$ cat config.mk
export PLATFORM = sky130hd
export DESIGN_NAME = control_register_file
export DESIGN_NICKNAME = d
export VERILOG_FILES = /design/src/rtl/control_register_file.sv
export SDC_FILE = /design/constraint.sdc
export NUM_CORES = 1
export LEC_CHECK = 0
export ABC_AREA = 1
export CORE_MARGIN = 3
export CORE_UTILIZATION = 30
export CTS_CLUSTER_SIZE = 16
export DETAILED_ROUTE_END_ITERATION = 8
export SLEW_MARGIN = 30
export SYNTH_ARGS = -nofsm -noshare
export SYNTH_HDL_FRONTEND = slang
export SYNTH_SLANG_ARGS = --single-unit
$ cat constraint.sdc
create_clock -name clock -period 3.3 [get_ports clock]
set_input_delay 0.66 -clock clock [delete_from_list [all_inputs] [get_ports clock]]
set_output_delay 0.66 -clock clock [all_outputs]
set_load 0.01 [all_outputs]
$ cat src/rtl/control_register_file.sv
// CR0/CR2/CR3 control register file with reserved-index write detection,
// page-fault CR2 capture, task-switch CR3 load and a paging-cache flush req/ack.
module control_register_file #(
  parameter logic [31:0] CR0_WMASK          = 32'h8000_001F,
  parameter logic [31:0] CR0_RESET          = 32'h0000_0010,
  parameter int          CR3_BASE_LSB       = 12,
  parameter bit          TASK_SWITCH_SET_TS = 1'b1
) (
  input  logic        clock,
  input  logic        reset,
  input  logic        write_enable,
  input  logic [2:0]  write_index,
  input  logic [31:0] write_data,
  input  logic [2:0]  read_index,
  output logic [31:0] read_data,
  output logic        write_error,
  input  logic        fault_valid,
  input  logic [31:0] fault_linear_address,
  input  logic        task_switch_valid,
  input  logic [31:0] task_switch_cr3,
  input  logic        clear_ts,
  output logic        flush_request,
  input  logic        flush_ack,
  output logic        PE,
  output logic        MP,
  output logic        EM,
  output logic        TS,
  output logic        ET,
  output logic        PG,
  output logic [19:0] page_directory_base,
  output logic        flush_state
);

  // Handshake: flush_request rises the cycle after a trigger and stays high
  // until a cycle with flush_ack=1 and no new trigger; that edge drops it.
  localparam logic FLUSH_IDLE    = 1'b0;
  localparam logic FLUSH_PENDING = 1'b1;

  localparam logic [31:0] CR3_MASK = ~((32'h1 << CR3_BASE_LSB) - 32'h1);

  logic [31:0] cr0_q, cr0_d;
  logic [31:0] cr2_q, cr2_d;
  logic [31:0] cr3_q, cr3_d;
  logic        write_error_q, write_error_d;
  logic        flush_state_q, flush_state_d;

  logic        sw_cr0, sw_cr2, sw_cr3;
  logic [31:0] ts_cr3_masked;
  logic        flush_trigger;

  always_comb begin
    sw_cr0        = write_enable && (write_index == 3'd0);
    sw_cr2        = write_enable && (write_index == 3'd2);
    sw_cr3        = write_enable && (write_index == 3'd3);
    ts_cr3_masked = task_switch_cr3 & CR3_MASK;
    // A software CR3 write always flushes; a task-switch load only if CR3 changes.
    flush_trigger = sw_cr3 || (task_switch_valid && (ts_cr3_masked != cr3_q));
  end

  always_comb begin
    cr0_d = cr0_q;
    if (sw_cr0) begin
      cr0_d = (write_data & CR0_WMASK) | (cr0_q & ~CR0_WMASK);
    end
    if (clear_ts) begin
      cr0_d[3] = 1'b0;
    end
    if (task_switch_valid && TASK_SWITCH_SET_TS) begin
      cr0_d[3] = 1'b1;
    end

    cr2_d = cr2_q;
    if (fault_valid) begin
      cr2_d = fault_linear_address;
    end else if (sw_cr2) begin
      cr2_d = write_data;
    end

    cr3_d = cr3_q;
    if (task_switch_valid) begin
      cr3_d = ts_cr3_masked;
    end else if (sw_cr3) begin
      cr3_d = write_data & CR3_MASK;
    end

    write_error_d = write_enable && !(sw_cr0 || sw_cr2 || sw_cr3);
  end

  always_comb begin
    flush_state_d = flush_state_q;
    case (flush_state_q)
      FLUSH_IDLE: begin
        if (flush_trigger) flush_state_d = FLUSH_PENDING;
      end
      FLUSH_PENDING: begin
        if (flush_ack && !flush_trigger) flush_state_d = FLUSH_IDLE;
      end
      default: flush_state_d = FLUSH_IDLE;
    endcase
  end

  always_ff @(posedge clock or negedge reset) begin
    if (!reset) begin
      cr0_q         <= CR0_RESET;
      cr2_q         <= 32'h0;
      cr3_q         <= 32'h0;
      write_error_q <= 1'b0;
      flush_state_q <= FLUSH_IDLE;
    end else begin
      cr0_q         <= cr0_d;
      cr2_q         <= cr2_d;
      cr3_q         <= cr3_d;
      write_error_q <= write_error_d;
      flush_state_q <= flush_state_d;
    end
  end

  always_comb begin
    case (read_index)
      3'd0:    read_data = cr0_q;
      3'd2:    read_data = cr2_q;
      3'd3:    read_data = cr3_q;
      default: read_data = 32'h0;
    endcase
  end

  assign write_error         = write_error_q;
  assign flush_request       = (flush_state_q == FLUSH_PENDING);
  assign flush_state         = flush_state_q;
  assign PE                  = cr0_q[0];
  assign MP                  = cr0_q[1];
  assign EM                  = cr0_q[2];
  assign TS                  = cr0_q[3];
  assign ET                  = cr0_q[4];
  assign PG                  = cr0_q[31];
  assign page_directory_base = cr3_q[31:12];

endmodule

==> summary.md <==
| Metric | Value |
|---|---|
| Tcrit/Tclk final | 95.5% |
| Most common cell after layout, fill and taps aside | clkdlybuf4s50_1 |
| CP delay by family, top | buffers and inverters |
| Max-slew violation count | 0 |
| Syn_nets | 579 |
| Yosys reg bits | 60 |
| Number of routed nets with antenna violations | 0 |
| Area occupied by registers | 1500 sq um |
| Critical Path Start | read_index[1] |
| Max stage delay cell, worst path | clkdlybuf4s50_1 |
| Cell count after placement | 753 |
| Via count | 3,793 |
| Max incr delay on CP | 0.57 ns |
| Multi-input logic area | 1600 sq um |
| CTS tree | yes |
| Pleak | 2.47 nW |
| Yosys top cell by area | dfrtp_1 |
| Worst-margin pin slew | 0.792 ns |
| Setup CP Type | in2out |
| Clock Path Buffers | 2 |
| First-pass GRT wire length | 19.3 mm |
| Critical path capture point type | output port |
| Mapped Cells | 470 |
| Routability Congestion | 0.797 |
| Final WL | 12.3 mm |
| Most frequent cells in the layout | 154 x clkdlybuf4s50_1, 152 x nand2_1, 59 x dfrtp_1 |
| Crit Path Max Fanout | 7 |
| Num rows | 38 |
| Worst EP arrival | 2.49 ns |
| Die Wd | 114 microns |
| Vias in the first global route | 3,744 |
| Via density | 4.93 |
| Synth top area share | 42.4% |
| Clock skew | 0.00633 ns |
| Tmin final | 3.15 ns |
| Setup Viol. Count Final | 0 |
| Worst hold-check path type | in2async |
| Max-Cap Viols | 0 |
| Io pins | 170 |
| Post-synthesis sequential area ratio | 43.2% |
| First-pass DRT Iterations | 5 |
| Synth warn | 0 |
| Synth area leaders | dfrtp_1 42%, nand2_1 16%, inv_1 6.4% |
| Rel. slew slack | 47.2% |
| FMAX | 317 MHz |
| CP cell instances | clkdlybuf4s50_1 > nand2_1 > nor2_1 > inv_2 > buf_4 > o21ai_0 > clkdlybuf4s50_1 |
| Fraction of layout cells with a size suffix above 1 | 7.00% |
| Mapped Avg Cell Area | 7.40 sq um |
| Pwr dens | 421 nW/um^2 |
| CTS root buf | clkbuf_16 |
| Core Box Area | 11,100 sq um |
| Crit path buf inv count | 4 |
| Die Ht | 114 microns |
| CTS HTree Levels | 3 |
| DR iter-0 viols | 189 |
| Startpoint types | input pin |
| Die ar. | 12,900 sq um |
| Setup slack, reg-to-reg | 2.04 ns |
| Worst Path Required | 2.64 ns |
| Layout area overhead | 56.7% |
| RSZ-0062 raised after global routing | false |
| Detail Placement HPWL | 9.02 mm |
| Global route overflow | 0 |
| Status | finished clean |
| IO Port Bufs | 157 |
| Peak supply drop | 0.218 mV |
| Synthesized area | 3480 sq um |
| FF-to-FF Start | cr3_q[31] |
| Num CTS Buffers | 9 |
| Netlist cell types | 34 |
| TNS Setup | 0 ns |
| Worst skew pair latency | 0.33 ns |
| Wire per inst | 15.9 microns |
| # fillers | 1,130 |
| Initial Utilization | 31.4% |
| Initial antenna violation count | 0 |
| # DRC | 0 |
| Largest net degree at the start of global routing | 41 |
| All-Layer GR Usage | 19.1% |
| Most used cell, CP | clkdlybuf4s50_1 |
| Nets | 733 |
| Ant diodes | 0 |
| Clock-pin transition on the worst setup and hold timing paths | 0.05 ns |
| Final std cells w/o fill | 769 |
| Num Clock Sinks | 60 |
| CTS Hold Bufs | 0 |
| Fin. Hold Viols | 0 |
-- final cells by class --
cell class | instances | area share (%)
clock inverter | 3 | 0.275
timing repair buffer | 168 | 30.7
sequential | 60 | 27.6
tap | 140 | 3.21
multi-input combinational | 322 | 29.3
clock buffer | 13 | 4.59
inverter | 63 | 4.38
-- state kept, by name (all words and copies together) (netlist names) --
| signal | count |
|---|---|
| flush_request | 1 |
| cr0_q | 6 |
| write_error | 1 |
| cr2_q | 32 |
| cr3_q | 20 |
-- worst reg2reg max path: stages (launching register included) --
cell	delay, ns
dfrtp_1	0.37
inv_1	0.10
nand2_1	0.07
nand2_1	0.04
nor2_1	0.11
nand2_1	0.06
nor2_1	0.15
nand3_1	0.11
nand2_1	0.08
nand2_1	0.06
-- what timing repair did --
action,4_1_cts,5_1_grt
setup buffers,0,0
endpoints found under the hold margin,0,0
gates resized for setup,0,3
endpoints found under the setup margin,0,3
-- metrics by stage --
stage	instance area [sq um]	util [%]	hold WS, ns	setup slack [ns]	total power, mW
final	5450	49.2	0.360	0.147	2.30
after global routing	5450	49.2	0.409	0.0473	2.42
after CTS	5450	49.2	0.375	0.105	2.32
after detailed placement	5180	46.8	0.470	0.100	1.46
after global placement	5180	46.8	0.465	0.163	1.45
after floorplan	3480	-	0.364	1.23	1.12
-- per-layer routing --
layer  global-route usage [%]  up-vias  wire (microns)
met5                        0        -               0
met4                     4.65        0              68
met3                     5.46        4             997
met2                     31.6      159            5920
met1                     24.6     1785            5270
li1                         -     1845               -
-- synthesized netlist by cell type --
cell type and count:
buf_2 9, o211ai_1 20, or2_4 1, nand2_1 152, nand2_2 2, o21ai_0 42, nor2_1 28, buf_6 4
xor2_1 1, clkbuf_2 1, inv_2 2, a32o_1 1, nor2_2 1, nor3_2 1, inv_4 1, nand3_4 1
a211oi_1 3, a31oi_2 1, inv_1 59, a21oi_1 2, o311ai_1 1, clkbuf_1 10, o22ai_1 1, o311ai_0 9
nor3_1 8, clkinv_1 1, buf_4 1, a22o_1 4, nand3_1 33, xnor2_1 4, dfstp_2 1, a211oi_2 5
dfrtp_1 59, nor2_4 1
-- path summary, 6_finish.rpt --
check                                endpoint  cells after the start
min in group clock                  cr2_q[14]                      2
worst max register to register  flush_request                      9
max in group asynchronous           cr2_q[13]                      2
worst min register to register      cr2_q[14]                      2
worst max-delay path            read_data[12]                      7
worst min-delay path                cr2_q[26]                      1
-- power breakdown --
part / switching (mW) / total [mW] / leakage (nW) / internal [mW]
combinational: 0.271 / 0.573 / 1.63 / 0.301
clock: 0.326 / 0.851 / 0.133 / 0.525
sequential: 0.0533 / 0.873 / 0.715 / 0.820
total: 0.651 / 2.30 / 2.47 / 1.65
-- cells by family after synthesis --
family	after synthesis	share of synthesized area (%)
xor gates and xnor gates	5	1.26
buffers and inverters	88	10.9
DFF	60	43.2
and+or+nand+nor	228	27.2
AOI/OAI and AO/OA	89	17.4
No activity file was read; power rests on OpenSTA's default activity.
